==> src/rtl/pwm_ramp_ctrl.sv <==
// Boot sequencer and rate-limited duty ramp in front of PWM_Top (pclk domain).
// Optional build macro PWM_RAMP_UPDOWN_EN: unit steps reported on up/down pulses.
module pwm_ramp_ctrl #(
   parameter int unsigned W         = 10,
   parameter int unsigned PERIOD    = 1000,
   parameter int unsigned INIT_DUTY = 0,
   parameter int unsigned STEP      = 10,
   parameter int unsigned RAMP_DIV  = 4,
   parameter int unsigned BOOT_WAIT = 8
) (
   input  logic         pclk,
   input  logic         resetn,
   input  logic         enable,
   input  logic [W-1:0] tgt_duty,
   input  logic         tgt_valid,
   output logic         tgt_ready,
   output logic         pwm_en,
   output logic [W-1:0] initial_cycle,
   output logic [W-1:0] initial_duty_cycle,
   output logic         initial_update,
   output logic [W-1:0] duty_cycle,
   output logic         duty_cycle_update,
   output logic         up,
   output logic         down,
   output logic         busy
);

   localparam int unsigned INIT_CLAMP = (INIT_DUTY > PERIOD) ? PERIOD : INIT_DUTY;
   localparam int unsigned STEP_CLAMP = (STEP > PERIOD) ? PERIOD : STEP;
   localparam int unsigned BCW        = (BOOT_WAIT > 1) ? $clog2(BOOT_WAIT) : 1;
   localparam int unsigned PCW        = (RAMP_DIV > 1) ? $clog2(RAMP_DIV) : 1;
   localparam logic [W-1:0] PERIOD_W  = W'(PERIOD);
   localparam logic [W-1:0] INIT_W    = W'(INIT_CLAMP);

   typedef enum logic [1:0] {S_BOOT, S_INIT, S_HOLD, S_RAMP} state_t;

   state_t         state, state_n;
   logic [BCW-1:0] boot_cnt, boot_cnt_n;
   logic [PCW-1:0] presc, presc_n;
   logic [W-1:0]   tgt, tgt_n;
   logic [W-1:0]   duty_n;
   logic           upd_n, up_n, down_n;
   logic           ready_n, busy_n, pwm_en_n, init_upd_n;

   logic           accept_c, dir_up_c;
   logic [W-1:0]   tgt_clamp_c, diff_c, step_c, stepped_c;

   assign initial_cycle      = PERIOD_W;
   assign initial_duty_cycle = INIT_W;

   // Clamp incoming target and compute the next bounded step toward the live target
   assign accept_c    = tgt_valid & tgt_ready;
   assign tgt_clamp_c = (tgt_duty > PERIOD_W) ? PERIOD_W : tgt_duty;
   assign dir_up_c    = (tgt > duty_cycle);
   assign diff_c      = dir_up_c ? (tgt - duty_cycle) : (duty_cycle - tgt);
`ifdef PWM_RAMP_UPDOWN_EN
   assign step_c      = W'(1);
`else
   assign step_c      = (diff_c < W'(STEP_CLAMP)) ? diff_c : W'(STEP_CLAMP);
`endif
   assign stepped_c   = dir_up_c ? (duty_cycle + step_c) : (duty_cycle - step_c);

   // Next-state, datapath and output decode
   always_comb begin
      state_n    = state;
      boot_cnt_n = boot_cnt;
      presc_n    = presc;
      tgt_n      = tgt;
      duty_n     = duty_cycle;
      upd_n      = 1'b0;
      up_n       = 1'b0;
      down_n     = 1'b0;
      case (state)
         S_BOOT: begin
            if (boot_cnt == BCW'(BOOT_WAIT - 1)) state_n = S_INIT;
            else                                 boot_cnt_n = boot_cnt + BCW'(1);
         end
         S_INIT: state_n = S_HOLD;
         S_HOLD: begin
            if (accept_c) begin
               tgt_n   = tgt_clamp_c;
               presc_n = '0;
               if (tgt_clamp_c != duty_cycle) state_n = S_RAMP;
            end
         end
         S_RAMP: begin
            if (accept_c) begin
               // a new target restarts the tick interval
               tgt_n   = tgt_clamp_c;
               presc_n = '0;
               if (tgt_clamp_c == duty_cycle) state_n = S_HOLD;
            end else if (enable) begin
               if (presc == PCW'(RAMP_DIV - 1)) begin
                  presc_n = '0;
                  duty_n  = stepped_c;
`ifdef PWM_RAMP_UPDOWN_EN
                  up_n    = dir_up_c;
                  down_n  = ~dir_up_c;
`else
                  upd_n   = 1'b1;
`endif
                  if (stepped_c == tgt) state_n = S_HOLD;
               end else begin
                  presc_n = presc + PCW'(1);
               end
            end
         end
         default: state_n = S_BOOT;
      endcase
      init_upd_n = (state_n == S_INIT);
      ready_n    = (state_n == S_HOLD) || (state_n == S_RAMP);
      busy_n     = (state_n != S_HOLD);
      pwm_en_n   = enable & ready_n;
   end

   always_ff @(posedge pclk or negedge resetn) begin
      if (!resetn) begin
         state             <= S_BOOT;
         boot_cnt          <= '0;
         presc             <= '0;
         tgt               <= INIT_W;
         duty_cycle        <= INIT_W;
         duty_cycle_update <= 1'b0;
         up                <= 1'b0;
         down              <= 1'b0;
         initial_update    <= 1'b0;
         tgt_ready         <= 1'b0;
         busy              <= 1'b1;
         pwm_en            <= 1'b0;
      end else begin
         state             <= state_n;
         boot_cnt          <= boot_cnt_n;
         presc             <= presc_n;
         tgt               <= tgt_n;
         duty_cycle        <= duty_n;
         duty_cycle_update <= upd_n;
         up                <= up_n;
         down              <= down_n;
         initial_update    <= init_upd_n;
         tgt_ready         <= ready_n;
         busy              <= busy_n;
         pwm_en            <= pwm_en_n;
      end
   end

endmodule

==> config.mk <==
export PLATFORM = sky130hd
export DESIGN_NAME = pwm_ramp_ctrl
export DESIGN_NICKNAME = d
export VERILOG_FILES = /design/src/rtl/pwm_ramp_ctrl.sv
export SDC_FILE = /design/constraint.sdc
export NUM_CORES = 1
export LEC_CHECK = 0
export BUFFER_PORTS_ARGS = -buffer_cell sky130_fd_sc_hd__buf_2
export CAP_MARGIN = 20
export CELL_PAD_IN_SITES_DETAIL_PLACEMENT = 0
export CELL_PAD_IN_SITES_GLOBAL_PLACEMENT = 2
export CORE_UTILIZATION = 38
export CTS_BUF_LIST = sky130_fd_sc_hd__clkbuf_2 sky130_fd_sc_hd__clkbuf_4 sky130_fd_sc_hd__clkbuf_8
export CTS_CLUSTER_SIZE = 12
export DETAILED_ROUTE_END_ITERATION = 8
export PLACE_DENSITY = 0.88
export SLEW_MARGIN = 0
export SYNTH_ARGS = -nofsm -noshare
export SYNTH_HDL_FRONTEND = slang
export SYNTH_SLANG_ARGS = --single-unit
==> constraint.sdc <==
create_clock -name pclk -period 9.95 [get_ports pclk]
set_input_delay 0.4975 -clock pclk [delete_from_list [all_inputs] [get_ports pclk]]
set_output_delay 0.4975 -clock pclk [all_outputs]
set_load 0.1 [all_outputs]
* Yosys cells after proc, flatten, opt, wreduce, memory -nomap -nowiden *
Cells that the tools add are included.

storage, ports and cells
  flip-flop bits (word level) = 32
  input port bits = 14
  output and inout bits = 37
  logic and storage cells = 67

cells by class
  $add $sub $neg = 6
  magnitude comparators = 3
  eq/ne operators = 14
  mux-type cells = 22
  bitwise gates (word level) = 4
  reductions and logical operators = 8

operator list
  cell                    number
  $mux W10                4
  $sub A10 B10 Y10        3
  $mux W2                 12
  $eq A10 B10 Y1          2
  $add A10 B10 Y10        1
  $eq A2 B2 Y1 const B    5
  $gt A10 B10 Y1          1
  $gt A10 B10 Y1 const B  1
  $lt A10 B4 Y1 const B   1
  $ne A10 B10 Y1          1
  $pmux W2 S4             1
  $eq A2 B1 Y1 const B    2
  $mux W1                 4
  $ne A2 B2 Y1 const B    2
  $pmux W2 S2             1
  $reduce_and A2 Y1       2
  $reduce_and A4 Y1       1
  $add A3 B1 Y3 const B   1
  $eq A3 B3 Y1 const B    1
  $ne A3 B3 Y1 const B    1
  $reduce_and A3 Y1       1
  $add A2 B1 Y2 const B   1
  $and A1 B1 Y1           2
  $logic_not A2 Y1        1
  other kinds (4)         5

* Logic depth before layout (Yosys ltp) *
Gate-level depths: netlist of run 1.

  depth after elaboration = 15
  depth in mapped cells = 27
  depth with buffers taken out = 27

* Worst setup path after synthesis of run 1 *
No wires, ideal clock.

  path kind = reg2reg
  from = register duty_cycle[1]
  to = register duty_cycle[9]
  setup time = 0.161 ns
  arrival time = 5.989 ns
  data required time = 9.789 ns
  setup slack = 3.800 ns
  cell stages (with the launch flop) = 23
  path buffers = 0
  period minus slack after synthesis = 6.150 ns
  cell sequence = dfrtp_1 inv_1 fa_1 a21o_1 a221oi_4 o21a_1 o21ai_0 a21o_2 a221oi_4 o21ai_2 or2_2 ha_1 o22ai_1 ha_1 nor2b_1 o21a_1 o21a_1 o221a_2 a31oi_1 or2_2 o211ai_1 o31ai_2 xnor2_1

on the way
  longest elaborated chain between the ends = 6
  elaborated cells between the ends (all ways) = 9
  those cells by class = add/sub: 4; order compare: 2; mux: 3

RTL lines
  what                                                         line    source
  start, declared                                              21      output logic [W-1:0] duty_cycle,
  start signal, assigned                                       135     duty_cycle <= duty_n;
  $sub A10 B10 Y10 / $gt A10 B10 Y1 (equally long branches)    55, 54
  $mux W10                                                     55      assign diff_c = dir_up_c ? (tgt - duty_cycle) : (duty_cycle - tgt);
  $lt A10 B4 Y1                                                59      assign step_c = (diff_c < W'(STEP_CLAMP)) ? diff_c : W'(STEP_CLAMP);
  $mux W10                                                     59
  $sub A10 B10 Y10 / $add A10 B10 Y10 (equally long branches)  61      assign stepped_c = dir_up_c ? (duty_cycle + step_c) : (duty_cycle - step_c);
  $mux W10 (*)                                                 61

Every way passes the cells marked *; elsewhere a longest branch is shown, timed or not.
A chain may end at the register's enable or synchronous reset.

* Final worst setup path of run 1 *
  from = register duty_cycle[1]
  to = register state[0]

on the way
  longest elaborated chain between the ends = 12
  elaborated cells between the ends (all ways) = 20
  those cells by class = add/sub: 4; order compare: 2; eq/ne: 3; mux: 11

RTL lines
  what                                                         line    source
  $sub A10 B10 Y10 / $gt A10 B10 Y1 (equally long branches)    55, 54
  $mux W10                                                     55
  $lt A10 B4 Y1                                                59
  $mux W10                                                     59
  $sub A10 B10 Y10 / $add A10 B10 Y10 (equally long branches)  61
  $mux W10                                                     61
  $eq A10 B10 Y1                                               102     if (stepped_c == tgt) state_n = S_HOLD;
  $mux W2                                                      102
  $mux W2                                                      93      if (presc == PCW'(RAMP_DIV - 1)) begin
  $mux W2                                                      92      end else if (enable) begin
  $mux W2                                                      87      if (accept_c) begin
  $pmux W2 S4 (*)                                              73      case (state)
  net state_n[0]                                               37      state_t state, state_n;
  end signal, assigned                                         131     state <= state_n;
  end, declared                                                37

Mark *: on every way through the listed nets, which the timed path passes. The rest lies on a longest branch.

==> results of run 1 <==
==> worst max-delay path by stage <==
| stage | endpoint | slack (ns) |
|---|---|---|
| floorplan | duty_cycle[9] | 3.80 |
| global placement | state[0] | 3.84 |
| detailed placement | duty_cycle[9] | 3.74 |
| CTS | state[0] | 3.70 |
| global route | state[0] | 3.15 |
| finish | state[0] | 3.70 |
==> worst reg2reg max path, stage by stage (launching register included) <==
cell and delay (ns):
dfrtp_1 0.60, inv_1 0.22, fa_1 0.49, a21o_1 0.22
a221oi_4 0.34, o21ai_1 0.19, nand2_2 0.32, o2111ai_1 0.22
a221oi_4 0.46, o21ai_2 0.16, or2_2 0.31, ha_1 0.24
o32a_1 0.37, ha_1 0.32, a21o_1 0.19, a21oi_1 0.21
nor2b_1 0.11, or2_2 0.30, nand3_1 0.09, o211ai_1 0.09
a2111oi_0 0.37, and3_1 0.23, a21oi_1 0.07
==> state kept, by name, indices dropped and copies added (netlist names) <==
name	cells
busy	1
duty_cycle_update	1
tgt_ready	1
duty_cycle	10
presc	2
pwm_en	1
tgt	10
initial_update	1
boot_cnt	3
state	2
==> cells in the final DEF, fill, tap and decap left out, types with 9 or more instances in the layout <==
| master | n |
|---|---|
| nand2_1 | 31 |
| a31oi_1 | 9 |
| nor2_1 | 27 |
| a21oi_1 | 27 |
| buf_2 | 28 |
| inv_1 | 34 |
| o21ai_0 | 24 |
| conb_1 | 22 |
| nand3_1 | 15 |
| dfrtp_1 | 31 |
| xnor2_1 | 23 |
| xor2_1 | 11 |
| ha_1 | 32 |
==> through the flow <==
| stage | worst slack (ns) | hold WS, ns | utilization |
|---|---|---|---|
| floorplan | 3.800 | 0.2019 | - |
| global placement | 3.844 | 0.4640 | 0.4079 |
| detailed placement | 3.742 | 0.4711 | 0.4079 |
| CTS | 3.703 | 0.2984 | 0.4180 |
| global route | 3.146 | 0.3396 | 0.4180 |
| finish | 3.703 | 0.2770 | 0.4180 |
==> final cells by class <==
| cell class | count | area (um^2) | share of cell area |
|---|---|---|---|
| clock inverter | 1 | 5.005 | 0.001360 |
| tap | 108 | 135.1 | 0.03671 |
| clock buffer | 7 | 83.83 | 0.02277 |
| sequential | 32 | 802.0 | 0.2179 |
| inverter | 34 | 127.6 | 0.03467 |
| timing repair buffer | 28 | 140.1 | 0.03807 |
| multi-input combinational | 341 | 2387 | 0.6485 |
==> metal layers <==
layer	wire length, um	global-route usage	part of all wire
met2	4281	0.3344	0.47
met1	4288	0.2714	0.47
met3	327	0.02230	0.036
met4	176	0.06061	0.019
met5	0	0	0
==> power by group <==
part | internal, mW | switching [mW] | total (mW)
registers | 0.144 | 0.0285 | 0.172
clock network | 0.0545 | 0.0465 | 0.101
logic | 0.252 | 0.466 | 0.718
total | 0.450 | 0.540 | 0.991
==> cell families after synthesis <==
group,share of synthesized area
AO/OA/AOI/OAI,0.2326
XOR/XNOR,0.08570
adder cells (fa/ha/maj),0.1325
buffers and inverters,0.1037
flip-flops,0.2308
multiplexers,0.02845
other,0.002161
AND/OR/NAND/NOR,0.1840
==> results.sh, run 1 <==
export IMPL_status="finished with violations"
export IMPL_violations="design-rule violations"
export IMPL_numCtsBuffers=5
export IMPL_routed_wl_um=9073
export IMPL_die_y_um=97.62
export IMPL_grt_util_all_layers=0.2006
export IMPL_rsz0062_at_grt="false"
export IMPL_via_count=3047
export IMPL_yosys_area_top_type="dfrtp_1"
export IMPL_first_iter_violations=196
export IMPL_powerDensity_mw_per_mm2=269.2
export IMPL_drt_pre_antenna_iters=7
export IMPL_final_setup_viol_count=0
export IMPL_avgSynthCellArea_um2=8.234
export IMPL_grt_max_degree=33
export IMPL_worst_slew_pin_slew_ns=0.7258
export IMPL_leakage_nw=1.642
export IMPL_cts_setup_buffers=0
export IMPL_stdcell_area_mm2=0.003681
export IMPL_crit_path_max_incr_delay_ns=0.60
export IMPL_dp_cells=543
export IMPL_antennaDiodeCount=0
export IMPL_path_depth=22
export IMPL_critical_path_required_ns=10.10
export IMPL_fp_dieW_um=97.62
export IMPL_post_dp_cell_area_mm2=0.003592
export IMPL_ys_warn_count=0
export IMPL_power_mw=0.9910
export IMPL_cts_tree="yes"
export IMPL_fp_coreArea_mm2=0.008806
export IMPL_setup_tns_ns=0
export IMPL_synth_most_common_cell="inv_1"
export IMPL_slowest_stage="dfrtp_1"
export IMPL_r2r_cells=22
export IMPL_ios=51
export IMPL_synth_flop_cell="dfrtp_1"
export IMPL_cts_hold_fix_buffers=0
export IMPL_drc=6
export IMPL_start_util=0.3946
export IMPL_synth_seq_cells=32
export IMPL_worstSetupPathType="register to register"
export IMPL_syn2layout_area_growth_pct=5.942
export IMPL_via_per_inst=5.530
export IMPL_dieArea_mm2=0.009530
export IMPL_drv_slew=0
export IMPL_stdcell_count=551
export IMPL_finalNetCount=491
export IMPL_row_count=34
export IMPL_relSlewSlack=0.5161
export IMPL_wl_per_cell_um=16.47
export IMPL_clockRootBuffer="clkbuf_8"
export IMPL_syn_cell_area_mm2=0.003475
export IMPL_hold_viol=0
export IMPL_synth_edf_count=0
export IMPL_timing_rr_start="duty_cycle[1]"
export IMPL_htree_num_levels=2
export IMPL_startpoint="duty_cycle[1]"
export IMPL_clk_latency_ns=0.28
export IMPL_synth_common_cells="inv_1, ha_1, dfrtp_1, nand2_1"
export IMPL_critPathMaxFanout=17
export IMPL_skew_ns=0.005206
export IMPL_crit_family="compound AO/OA/AOI/OAI gates"
export IMPL_syn_inst=422
export IMPL_min_path_type="input pin to async pin"
export IMPL_netlist_area_leader_share=0.2233
export IMPL_ant_nets=0
export IMPL_grt_antenna_before_repair=0
export IMPL_hpwl_um=7357
export IMPL_ff2ff_setup_slack_ns=3.70
export IMPL_ir_worst_vdd_uv=111.3
export IMPL_nFillCells=914
export IMPL_place_congestion=0.8620
export IMPL_netlist_top_cells_area="dfrtp_1, ha_1, xnor2_1"
export IMPL_finalCriticalPeriod_ns=6.247
export IMPL_maxCapViolCount=0
export IMPL_synthArstFlopShare=1.000
export IMPL_path_cells="inv_1, fa_1, a21o_1, a221oi_4, o21ai_1, nand2_2, o2111ai_1, a221oi_4, o21ai_2, or2_2, ha_1, o32a_1, ha_1, a21o_1, a21oi_1, nor2b_1, or2_2, nand3_1, o211ai_1, a2111oi_0, and3_1, a21oi_1"
export IMPL_drive_gt1_frac=0.1535
export IMPL_grt_overflow=0
export IMPL_worstPathArrival_ns=6.40
export IMPL_worst_path_buf_inv=1
export IMPL_synth_cell_types=61
export IMPL_cp_start_kind="register"
export IMPL_grt_pass1_wl_um=15280
export IMPL_r2r_end="state[0]"
export IMPL_cts_resized=0
export IMPL_max_freq_ghz=0.1601
export IMPL_port_buffers=28
export IMPL_synth_seq_area_share=0.2308
export IMPL_grt_pass1_vias=2962
export IMPL_clk_pin_slew_ns=0.07
export IMPL_period_share=0.6279
export IMPL_cts_sinks=32
export IMPL_crit_path_end_kind="register"
export IMPL_cts_max_path_buffers=2
(Power assumes the default switching activity.)
==> run 2: changes to the inputs <==
- CORE_UTILIZATION: 38 -> 36
- PLACE_DENSITY: 0.88 -> 0.84
- clock period: 9.95 -> 6.4 ns (I/O delays scaled with it)
==> results.sh, run 2 (synthesis gave the netlist of run 1 again) <==
export IMPL_ir_worst_vdd_uv=147.2
export IMPL_critPathMaxFanout=7
export IMPL_clk_pin_slew_ns=0.07
export IMPL_worstPathArrival_ns=6.16
export IMPL_leakage_nw=1.688
export IMPL_crit_path_end_kind="register"
export IMPL_dp_cells=571
export IMPL_critical_path_required_ns=6.56
export IMPL_grt_pass1_wl_um=15370
export IMPL_reg_largest_list="duty_cycle: 10 flops, tgt: 10 flops, boot_cnt: 3 flops"
export IMPL_numCtsBuffers=5
export IMPL_slowest_stage="dfrtp_1"
export IMPL_die_y_um=100.2
export IMPL_powerDensity_mw_per_mm2=420.1
export IMPL_final_common_cell="inv_1"
export IMPL_wl_per_cell_um=16.13
export IMPL_worst_slew_pin_slew_ns=0.7392
export IMPL_htree_num_levels=2
export IMPL_setup_tns_ns=0
export IMPL_start_util=0.3743
export IMPL_grt_antenna_before_repair=0
export IMPL_path_common_cell="ha_1"
export IMPL_stdcell_count=580
export IMPL_maxCapViolCount=0
export IMPL_grt_util_all_layers=0.1977
export IMPL_dieArea_mm2=0.01005
export IMPL_ant_nets=0
export IMPL_drive_gt1_frac=0.1707
export IMPL_clk_latency_ns=0.29
export IMPL_via_per_inst=5.276
export IMPL_first_iter_violations=162
export IMPL_drv_slew=0
export IMPL_clockRootBuffer="clkbuf_8"
export IMPL_port_buffers=28
export IMPL_path_cells="ha_1, inv_1, fa_1, a21o_1, a221oi_4, o21ai_1, nand2_2, o2111ai_1, a221oi_4, o21ai_2, or2_2, ha_1, o32a_1, ha_1, a21o_1, a21oi_1, nor2b_1, or2_2, nand3_1, o211ai_1, a2111oi_0, and3_1, a21oi_1"
export IMPL_crit_path_max_incr_delay_ns=0.45
export IMPL_place_congestion=0.8908
export IMPL_row_count=35
export IMPL_routed_wl_um=9354
export IMPL_min_path_type="input pin to async pin"
export IMPL_fp_coreArea_mm2=0.009284
export IMPL_crit_family="compound AO/OA/AOI/OAI gates"
export IMPL_grt_max_degree=33
export IMPL_skew_ns=0.009197
export IMPL_worstSetupPathType="register to register"
export IMPL_cts_tree="yes"
export IMPL_fp_dieW_um=100.2
export IMPL_cts_sinks=32
export IMPL_most_common_layout_cells="inv_1, ha_1, nand2_1, dfrtp_1, buf_2"
export IMPL_hpwl_um=7532
export IMPL_grt_overflow=0
export IMPL_via_count=3060
export IMPL_finalCriticalPeriod_ns=6.005
export IMPL_antennaDiodeCount=0
export IMPL_max_freq_ghz=0.1665
export IMPL_period_share=0.9382
export IMPL_cts_max_path_buffers=2
export IMPL_finalNetCount=499
export IMPL_worst_path_buf_inv=1
export IMPL_cp_start_kind="register"
export IMPL_final_setup_viol_count=0
export IMPL_ios=51
export IMPL_drt_pre_antenna_iters=5
export IMPL_rsz0062_at_grt="false"
export IMPL_syn2layout_area_growth_pct=9.038
export IMPL_hold_viol=0
export IMPL_relSlewSlack=0.5072
export IMPL_status="completed"
export IMPL_grt_pass1_vias=2973
export IMPL_drc=0
[run 2: repair_timing]
| item | CTS | global route |
|---|---|---|
| setup endpoints to repair | 0 | 3 |
| resized for setup | 0 | 1 |
| buffers inserted | 0 | 1 |
| hold buffers | 0 | 0 |
[run 2: area by class of cell]
type | count | area [um^2]
well taps | 129 | 161.4
flip-flops and latches | 32 | 802.0
fillers | 1007 | 5495
repair buffers | 36 | 200.2
clock buffers | 8 | 103.9
multi-input cells | 341 | 2394
inverters | 34 | 127.6
[run 2: where the power goes]
group          switching, mW  internal (mW)
Clock                 0.0758          0.102
Combinational          0.746          0.412
Sequential            0.0316          0.223
Total                  0.853          0.738
[run 2: worst paths after layout]
path / from / to / slack [ns] / depth (start not counted)
min in group pclk: enable / pwm_en / 0.28 / 2
setup reg to reg: duty_cycle[0] / state[0] / 0.40 / 23
setup / recovery: duty_cycle[0] / state[0] / 0.40 / 23
hold reg to reg: boot_cnt[0] / boot_cnt[0] / 0.48 / 1
max in group asynchronous: resetn / duty_cycle[1] / 5.83 / 1
hold / removal: resetn / duty_cycle[5] / 0.09 / 1
[run 2: per-layer routing]
layer,track usage,up-vias,part of all wire
met2,0.3446,64,0.49
met1,0.2584,1462,0.46
li1,-,1518,-
met5,0,-,0
met4,0.05463,0,0.017
met3,0.02159,16,0.030
[run 2: worst reg2reg max path, cell delays in order (launching register included)]
cell	delay [ns]
dfrtp_1	0.45
ha_1	0.25
inv_1	0.08
fa_1	0.40
a21o_1	0.23
a221oi_4	0.32
o21ai_1	0.21
nand2_2	0.21
o2111ai_1	0.19
a221oi_4	0.42
o21ai_2	0.15
or2_2	0.31
ha_1	0.25
o32a_1	0.36
ha_1	0.31
a21o_1	0.19
a21oi_1	0.23
nor2b_1	0.13
or2_2	0.31
nand3_1	0.09
o211ai_1	0.10
a2111oi_0	0.39
and3_1	0.23
a21oi_1	0.07
[run 2: per-stage QoR]
stage                       util  total power, mW  cell area [um^2]  hold WS, ns  worst slack, ns
after floorplan                -            1.170              3550      0.02441           0.2496
after global placement    0.3954            1.413              3671       0.4245           0.3741
after detailed placement  0.3954            1.399              3671       0.4280           0.3559
after CTS                 0.4066            1.585              3775       0.1187           0.3306
after global routing      0.4081            1.720              3789       0.1569         0.004069
final                     0.4081            1.591              3789      0.09487           0.3953
==> run 3: changes to the inputs <==
- CORE_ASPECT_RATIO: unset -> 0.5
==> results.sh, run 3 (synthesis gave the netlist of run 1 again) <==
export IMPL_skew_ns=0.003428
export IMPL_grt_pass1_wl_um=15120
export IMPL_htree_num_levels=2
export IMPL_fp_dieW_um=140.9
export IMPL_cts_tree="yes"
export IMPL_path_common_cell="ha_1"
export IMPL_grt_antenna_before_repair=0
export IMPL_first_iter_violations=167
export IMPL_post_dp_cell_area_mm2=0.003665
export IMPL_grt_pass1_vias=2837
export IMPL_clkPwrFrac=0.102
export IMPL_die_y_um=71.47
export IMPL_ir_worst_vdd_uv=125.0
export IMPL_numCtsBuffers=5
export IMPL_max_freq_ghz=0.1660
export IMPL_crit_path_end_kind="register"
export IMPL_stdcell_count=580
export IMPL_antennaDiodeCount=0
export IMPL_via_per_inst=5.238
export IMPL_hold_viol=0
export IMPL_fp_coreArea_mm2=0.009039
export IMPL_place_congestion=0.8355
export IMPL_via_count=3038
export IMPL_clk_pin_slew_ns=0.07
export IMPL_grt_util_all_layers=0.1946
export IMPL_cts_sinks=32
export IMPL_grt_overflow=0
export IMPL_powerDensity_mw_per_mm2=417.2
export IMPL_dp_cells=571
export IMPL_critical_path_required_ns=6.55
export IMPL_clockRootBuffer="clkbuf_8"
export IMPL_p_seq_frac=0.166
export IMPL_reg_largest_list="duty_cycle: 10 flops, tgt: 10 flops, boot_cnt: 3 flops"
export IMPL_p_comb_frac=0.732
export IMPL_status="completed"
export IMPL_ff2ff_setup_slack_ns=0.38
export IMPL_final_common_cell="inv_1"
export IMPL_finalCriticalPeriod_ns=6.025
export IMPL_row_count=24
export IMPL_switching_share=0.5430
export IMPL_drv_slew=0
export IMPL_routed_wl_um=9245
export IMPL_port_buffers=28
export IMPL_final_setup_viol_count=0
export IMPL_critPathMaxFanout=5
export IMPL_timing_rr_start="tgt[0]"
export IMPL_grt_max_degree=33
export IMPL_r2r_end="state[0]"
export IMPL_rsz0062_at_grt="true"
export IMPL_cts_hold_fix_buffers=0
export IMPL_r2r_cells=24
export IMPL_maxCapViolCount=0
export IMPL_dieArea_mm2=0.01007
export IMPL_most_common_layout_cells="inv_1, ha_1, nand2_1"
export IMPL_min_path_type="input pin to async pin"
export IMPL_power_mw=1.578
export IMPL_stdcell_area_mm2=0.003782
export IMPL_ios=51
export IMPL_cts_max_path_buffers=2
export IMPL_ant_nets=0
export IMPL_leakage_nw=1.686
export IMPL_setup_tns_ns=0
export IMPL_hold_slack_ns=0.09229
export IMPL_path_cells="inv_1, ha_1, inv_1, fa_1, a21o_1, a221oi_4, xnor2_1, nor4_2, o211ai_1, a221oi_4, o21ai_2, or2_2, ha_1, o32a_1, ha_1, a21o_1, a21oi_1, nor2b_1, or2_2, nand3_1, o211ai_1, a2111oi_1, and3_1, a21oi_1"
export IMPL_crit_path_max_incr_delay_ns=0.46
export IMPL_wl_per_cell_um=15.94
export IMPL_drt_pre_antenna_iters=4
export IMPL_worstPathArrival_ns=6.18
export IMPL_clk_latency_ns=0.28
export IMPL_p_int_mw=0.7212
export IMPL_cp_start_kind="register"
export IMPL_worst_slew_pin_slew_ns=0.7256
export IMPL_drc=0
export IMPL_drive_gt1_frac=0.1756
export IMPL_syn2layout_area_growth_pct=8.859
export IMPL_relSlewSlack=0.5163
export IMPL_period_share=0.9414
export IMPL_start_util=0.3844
export IMPL_hpwl_um=7453
export IMPL_slowest_stage="dfrtp_1"
export IMPL_finalNetCount=498
export IMPL_worstSetupPathType="register to register"
export IMPL_p_switching_mw=0.8570
run 3: cell types whose count changed in the layout (fill, tap and decap cells not counted), sizes merged:
cell	change
buf	-1
clkbuf	-2
clkinv	+2
run 3: routing by layer:
layer / track usage / up-vias / wire length (um)
met5: 0 / - / 0
met3: 0.02005 / 6 / 389
met4: 0.04227 / 0 / 88
li1: - / 1518 / -
met1: 0.2937 / 1438 / 4945
met2: 0.2996 / 76 / 3821
run 3: worst max path at each step:
stage / startpoint / to
2_1_floorplan: duty_cycle[1] / duty_cycle[9]
3_3_place_gp: duty_cycle[1] / duty_cycle[9]
3_5_place_dp: duty_cycle[1] / duty_cycle[9]
4_1_cts: duty_cycle[1] / duty_cycle[9]
5_1_grt: tgt[0] / state[0]
6_report: tgt[0] / state[0]
run 3: metrics by stage:
stage	util	setup slack, ns
after floorplan	-	0.2496
after global placement	0.4055	0.2375
after detailed placement	0.4055	0.2302
after CTS	0.4157	0.2091
after global routing	0.4185	-0.003461
final	0.4185	0.3751
run 3: power groups by stage:
| stage | Sequential [mW] | Combinational, mW | Clock (mW) |
|---|---|---|---|
| after floorplan | 0.360 | 0.811 | 0 |
| after global placement | 0.265 | 1.14 | 0 |
| after detailed placement | 0.265 | 1.12 | 0 |
| after CTS | 0.262 | 1.13 | 0.166 |
| after global routing | 0.266 | 1.27 | 0.177 |
| final | 0.262 | 1.15 | 0.161 |
run 3: final cells by class:
| cell class | count | area, um^2 |
|---|---|---|
| Clock buffer | 6 | 82.58 |
| Clock inverter | 2 | 10.01 |
| Fill cell | 932 | 5256 |
| Inverter | 34 | 127.6 |
| Multi-Input combinational cell | 341 | 2404 |
| Sequential cell | 32 | 803.3 |
| Tap cell | 130 | 162.7 |
| Timing Repair Buffer | 35 | 192.7 |
run 3: repair_timing:
item,4_1_cts,5_1_grt
setup buffers,0,1
resized for setup,0,5
setup endpoints to repair,0,3
run 3: worst max-delay path, delay by kind of cell (launching register included):
family / cells / cell delay, ns
AO/OA/AOI/OAI: 11 / 2.64
AND/OR/NAND/NOR: 6 / 1.32
adder cells (fa/ha/maj): 4 / 1.18
flip-flops: 1 / 0.46
buffers and inverters: 2 / 0.16
XOR/XNOR: 1 / 0.12
